==> config.mk <==
export PLATFORM = sky130hd
export DESIGN_NAME = sync_fifo_ctrl
export DESIGN_NICKNAME = d
export VERILOG_FILES = /design/src/rtl/sync_fifo_ctrl.sv
export SDC_FILE = /design/constraint.sdc
export NUM_CORES = 1
export LEC_CHECK = 0
export ABC_AREA = 1
export ABC_CLOCK_PERIOD_IN_PS = 4440
export CAP_MARGIN = 10
export CORE_UTILIZATION = 55
export CTS_CLUSTER_SIZE = 30
export DETAILED_ROUTE_END_ITERATION = 16
export PLACE_DENSITY = 0.72
export RECOVER_POWER = 100
export SLEW_MARGIN = 20
export SYNTH_ARGS = -nofsm -noshare
export SYNTH_HDL_FRONTEND = slang
export SYNTH_SLANG_ARGS = --single-unit
==> constraint.sdc <==
create_clock -name clk_i -period 4.44 [get_ports clk_i]
set_input_delay 1.332 -clock clk_i [delete_from_list [all_inputs] [get_ports clk_i]]
set_output_delay 1.332 -clock clk_i [all_outputs]
set_load 0.01 [all_outputs]
==> src/rtl/sync_fifo_ctrl.sv <==
// rtl/sync_fifo_ctrl.sv - single-clock FIFO with watermarks, sticky errors, flush and FWFT/registered read
module sync_fifo_ctrl #(
  parameter int DATA_WIDTH = 32,
  parameter int FIFO_DEPTH = 32,
  parameter bit FWFT       = 1'b1,
  parameter int AF_THRESH  = FIFO_DEPTH - 2,
  parameter int AE_THRESH  = 2,
  localparam int CNT_W     = $clog2(FIFO_DEPTH + 1)
) (
  input  logic                  clk_i,
  input  logic                  rst_i,
  input  logic                  flush_i,
  input  logic                  write_i,
  input  logic [DATA_WIDTH-1:0] wr_data_i,
  input  logic                  read_i,
  output logic [DATA_WIDTH-1:0] rd_data_o,
  output logic                  rd_valid_o,
  output logic                  full_o,
  output logic                  empty_o,
  output logic                  almost_full_o,
  output logic                  almost_empty_o,
  output logic [CNT_W-1:0]      count_o,
  output logic                  overflow_o,
  output logic                  underflow_o,
  input  logic                  clr_err_i
);

  localparam int PTR_W = (FIFO_DEPTH > 2) ? $clog2(FIFO_DEPTH) : 1;
  localparam logic [PTR_W-1:0] LAST_PTR = PTR_W'(FIFO_DEPTH - 1);
  localparam logic [CNT_W-1:0] FULL_CNT = CNT_W'(FIFO_DEPTH);
  localparam logic [CNT_W-1:0] AF_CNT   = CNT_W'(AF_THRESH);
  localparam logic [CNT_W-1:0] AE_CNT   = CNT_W'(AE_THRESH);

  logic [DATA_WIDTH-1:0] mem [FIFO_DEPTH];
  logic [PTR_W-1:0]      wr_ptr, rd_ptr;
  logic [CNT_W-1:0]      count_q, count_n;
  logic                  wr_acc, rd_acc;
  logic                  overflow_n, underflow_n;

  function automatic logic [PTR_W-1:0] next_ptr(input logic [PTR_W-1:0] p);
    return (p == LAST_PTR) ? '0 : p + PTR_W'(1);
  endfunction

  assign wr_acc = write_i && !full_o && !flush_i;
  assign rd_acc = read_i && !empty_o && !flush_i;

  // Setting beats clearing so an error in the clear cycle is never lost.
  always_comb begin
    count_n     = count_q;
    overflow_n  = clr_err_i ? 1'b0 : overflow_o;
    underflow_n = clr_err_i ? 1'b0 : underflow_o;
    if (flush_i) begin
      count_n = '0;
    end else begin
      if (wr_acc && !rd_acc) count_n = count_q + CNT_W'(1);
      if (rd_acc && !wr_acc) count_n = count_q - CNT_W'(1);
      if (write_i && full_o) overflow_n = 1'b1;
      if (read_i && empty_o) underflow_n = 1'b1;
    end
  end

  always_ff @(posedge clk_i or posedge rst_i) begin
    if (rst_i) begin
      wr_ptr         <= '0;
      rd_ptr         <= '0;
      count_q        <= '0;
      full_o         <= 1'b0;
      empty_o        <= 1'b1;
      almost_full_o  <= 1'b0;
      almost_empty_o <= 1'b1;
      overflow_o     <= 1'b0;
      underflow_o    <= 1'b0;
    end else begin
      if (flush_i) begin
        wr_ptr <= '0;
        rd_ptr <= '0;
      end else begin
        if (wr_acc) wr_ptr <= next_ptr(wr_ptr);
        if (rd_acc) rd_ptr <= next_ptr(rd_ptr);
      end
      count_q        <= count_n;
      full_o         <= (count_n == FULL_CNT);
      empty_o        <= (count_n == '0);
      almost_full_o  <= (count_n >= AF_CNT);
      almost_empty_o <= (count_n <= AE_CNT);
      overflow_o     <= overflow_n;
      underflow_o    <= underflow_n;
    end
  end

  always_ff @(posedge clk_i) begin
    if (wr_acc) mem[wr_ptr] <= wr_data_i;
  end

  assign count_o = count_q;

  generate
    if (FWFT) begin : g_fwft
      assign rd_data_o  = mem[rd_ptr];
      assign rd_valid_o = !empty_o;
    end else begin : g_reg
      logic [DATA_WIDTH-1:0] rd_data_q;
      logic                  rd_valid_q;
      always_ff @(posedge clk_i or posedge rst_i) begin
        if (rst_i) begin
          rd_data_q  <= '0;
          rd_valid_q <= 1'b0;
        end else begin
          rd_valid_q <= rd_acc;
          if (rd_acc) rd_data_q <= mem[rd_ptr];
        end
      end
      assign rd_data_o  = rd_data_q;
      assign rd_valid_o = rd_valid_q;
    end
  endgenerate

endmodule

==> run metrics <==
status finished with violations; violated checks max-capacitance violations, max-slew violations; Mapped Cells 3550; post-synthesis adder-cell area fraction 0.00266; Async S/R FF share, synth 0.0210; Slew @ Worst Pin ~2.2 ns; post-synthesis cell type count 29; Die Wd between 200 and 300 um; Slew Viols, Final 250; Setup Skew around 0.030 ns; via count between 20000 and 30000; clock-pin slew reported for the worst setup and hold paths after clock tree synthesis 0.06 ns; Crit-path slowest cell clkdlybuf4s50_1; gpl congestion around 0.81; Initial Util 0.557; first-pass GRT wire length 170 mm; CTS sink cnt between 1000 and 1500; min-delay worst type reg2reg; largest net degree at the start of global routing between 90 and 100; register bit total from synthesis roughly 1000; core box area 76100 sq um; global route overflow 0; Worst VDD drop around 390 uV; fin area 48500 sq um; dpl cell area 45500 sq um; CTS buffer count 103; Synth Area in XOR/XNOR 0.00103; Mean Syn Cell Area roughly 12 sq um; Slew headroom -0.478; Pre-Repair DR Iteration Count 6; Synth Net Count 3597; io pins 83; hpwl dp ~60 mm; Critical Path, Cell by Cell buf_12 -> inv_16 -> buf_16 -> buf_8 -> nand2_1 -> nand3_1 -> nand3_1 -> nand2_1 -> nand2_1 -> nand2_1 -> nor2_1 -> a21oi_1 -> clkdlybuf4s50_1; final hold violation count 0; critical path arrival around 3.1 ns; Total GRT Usage 0.297; vias in the first global route 27300; DRC viols 0; Final ANT Viol Nets 0; Clock Path Buffers 3; final wirelength 115 mm; Worst setup SP type flip-flop; Chip Height 280 um; layout cell share with drive strength beyond 1 0.0843; Synth-to-Final Area Change 14.6%; unrepaired setup endpoints after global routing true; Power per Cell Area 475 nW/um^2; FMAX 0.226 GHz; CTS tree built; post-DR wirelength/cell 24.0 um; WHS 0.529 ns; ys flop type edfxtp_1; DRT iter0 DRCs 3469; die area 78100 sq um; Critical Path Sink Type primary output; Simple-Gate Fraction of Synth Area 0.197; Via density 5.98; Finish-stage setup viols 0; H-tree levels 3; sequential area share after synthesis 0.739; CP Class reg2out; EDFF count, synth ~1000; Worst path max stage delay around 0.57 ns; Pleak 0.0174 uW; # rows 101; required time worst endpoint 3.11 ns; mux share of post-synthesis cell area 0; Critical Path Fanout Max 23; Root Buffer clkbuf_16; post-synthesis compound-gate area fraction 0.0305; CP dominant cell by count nand2_1; Warnings, synthesis 0; largest family of logic cells by synthesized area simple AND/OR/NAND/NOR gates; max-cap violations 13; Buffers on Ports 82; Final Net Count 3725; initial antenna violation count 10; Synth Cell Area 42400 sq um; Period minus WS final 4.43 ns; Worst-Skew Late Latency 0.69 ns; Final Cycle Share 0.998
-- final timing paths --
| kind | startpoint | end | slack, ns | depth (start not counted) |
|---|---|---|---|---|
| min in group asynchronous | rst_i | underflow_o | 1.34 | 2 |
| max | rd_ptr[0] | rd_data_o[16] | 0.007 | 13 |
| max in group asynchronous | rst_i | rd_ptr[2] | 2.38 | 2 |
| min reg2reg | overflow_o | overflow_o | 0.53 | 2 |
| max reg2reg | full_o | mem[28][9] | 1.10 | 7 |
| min | overflow_o | overflow_o | 0.53 | 2 |
-- cells in the final DEF (no fill, tap or decap), drive strengths merged --
cell type and instances:
inv 41, o22ai 3, nand2 1243, edfxtp 1024, nand3 661, a21oi 196
o32ai 1, dlymetal6s2s 9, xnor2 3, o31ai 32, clkbuf 200, dlygate4sd2 17
bufinv 11, diode 3, clkinvlp 6, o2bb2ai 1, clkdlybuf4s15 1, dfrtp 20
dfstp 2, dlygate4sd3 42, nor2 83, clkinv 44, nor3 2, clkdlybuf4s50 5
nand4 6, xor2 2, o21ai 7, bufbuf 4, buf 87, ha 9
-- worst max-delay path, delay by kind of cell (launching register included) --
| family | cells | cell delay (ns) |
|---|---|---|
| AND/OR/NAND/NOR | 7 | 0.50 |
| buffers and inverters | 5 | 1.22 |
| AO/OA/AOI/OAI | 1 | 0.15 |
| flip-flops | 1 | 0.54 |
-- layout make-up --
class | instances | area, sq um
multi-input cells | 2249 | 9930
clock inverters | 67 | 662
flip-flops and latches | 1046 | 31300
diodes | 3 | 7.51
repair buffers | 243 | 2460
repair inverters | 1 | 8.76
clock buffers | 122 | 2680
inverters | 34 | 173
fillers | 5545 | 27500
well taps | 1030 | 1290
-- kinds of logic (layout without fill, tap and decap cells) --
| kind of cell | count (synthesis) | after routing |
|---|---|---|
| DFF | 1046 | 1046 |
| xor gates and xnor gates | 5 | 5 |
| and+or+nand+nor | 1995 | 1995 |
| AOI/OAI and AO/OA | 240 | 240 |
| adders and majority gates | 9 | 9 |
| buffers and inverters | 255 | 467 |
| other | 0 | 3 |
-- registers in the layout, summed over array words and instances, names as in the netlist --
name / cells
overflow_o: 1
full_o: 1
empty_o: 1
underflow_o: 1
mem: 1024
almost_full_o: 1
count_o: 6
wr_ptr: 5
almost_empty_o: 1
rd_ptr: 5
-- power breakdown --
part | leakage [uW] | total, uW | internal (uW) | switching (uW)
logic | 0.00627 | 3450 | 1230 | 2220
clock network | 0.00163 | 8650 | 4960 | 3690
registers | 0.00950 | 11000 | 10900 | 43.7
total | 0.0174 | 23100 | 17100 | 5950
-- metrics by stage --
stage	cells	TNS [ns]	utilization	setup WS [ns]	total power (uW)
6_report	4795	0	0.638	0.00711	23100
3_3_place_gp	4584	0	0.598	0.382	14300
5_1_grt	4792	-0.147	0.638	-0.137	23800
2_1_floorplan	3550	0	-	0.769	13200
4_1_cts	4790	-0.248	0.647	-0.112	23000
3_5_place_dp	4584	0	0.598	0.349	14400
-- synthesized netlist by cell type, types with 3 or more instances --
master | number | share of area
o21ai_0 | 7 | 0.00083
nand4_1 | 6 | 0.00089
edfxtp_1 | 1024 | 0.73
nand2_1 | 1243 | 0.11
buf_1 | 32 | 0.0028
a21oi_1 | 196 | 0.023
o31ai_1 | 32 | 0.0057
nand3_1 | 660 | 0.078
nor2_1 | 82 | 0.0073
xnor2_1 | 3 | 0.00062
o22ai_1 | 3 | 0.00044
ha_1 | 9 | 0.0027
clkbuf_1 | 60 | 0.0053
buf_2 | 93 | 0.011
inv_2 | 5 | 0.00044
buf_6 | 13 | 0.0035
inv_1 | 28 | 0.0025
buf_4 | 22 | 0.0039
dfrtp_1 | 20 | 0.012
-- routing by layer --
metal  vias to the layer above  share of wire  track usage
li1                      12800              -            -
met1                     13800           0.38        0.410
met2                      1764           0.46        0.467
met3                       352           0.11       0.0501
met4                         8          0.046        0.136
met5                         -        0.00047            0
-- repair_timing --
action                                  4_1_cts  5_1_grt
cloned                                        6        2
pin swaps                                     3        1
hold endpoints to repair                      0        0
resized for setup                            60       38
endpoints found under the setup margin       32       16
hold buffers                                  0        0
setup buffers                                11        0
(Power assumes the default switching activity.)
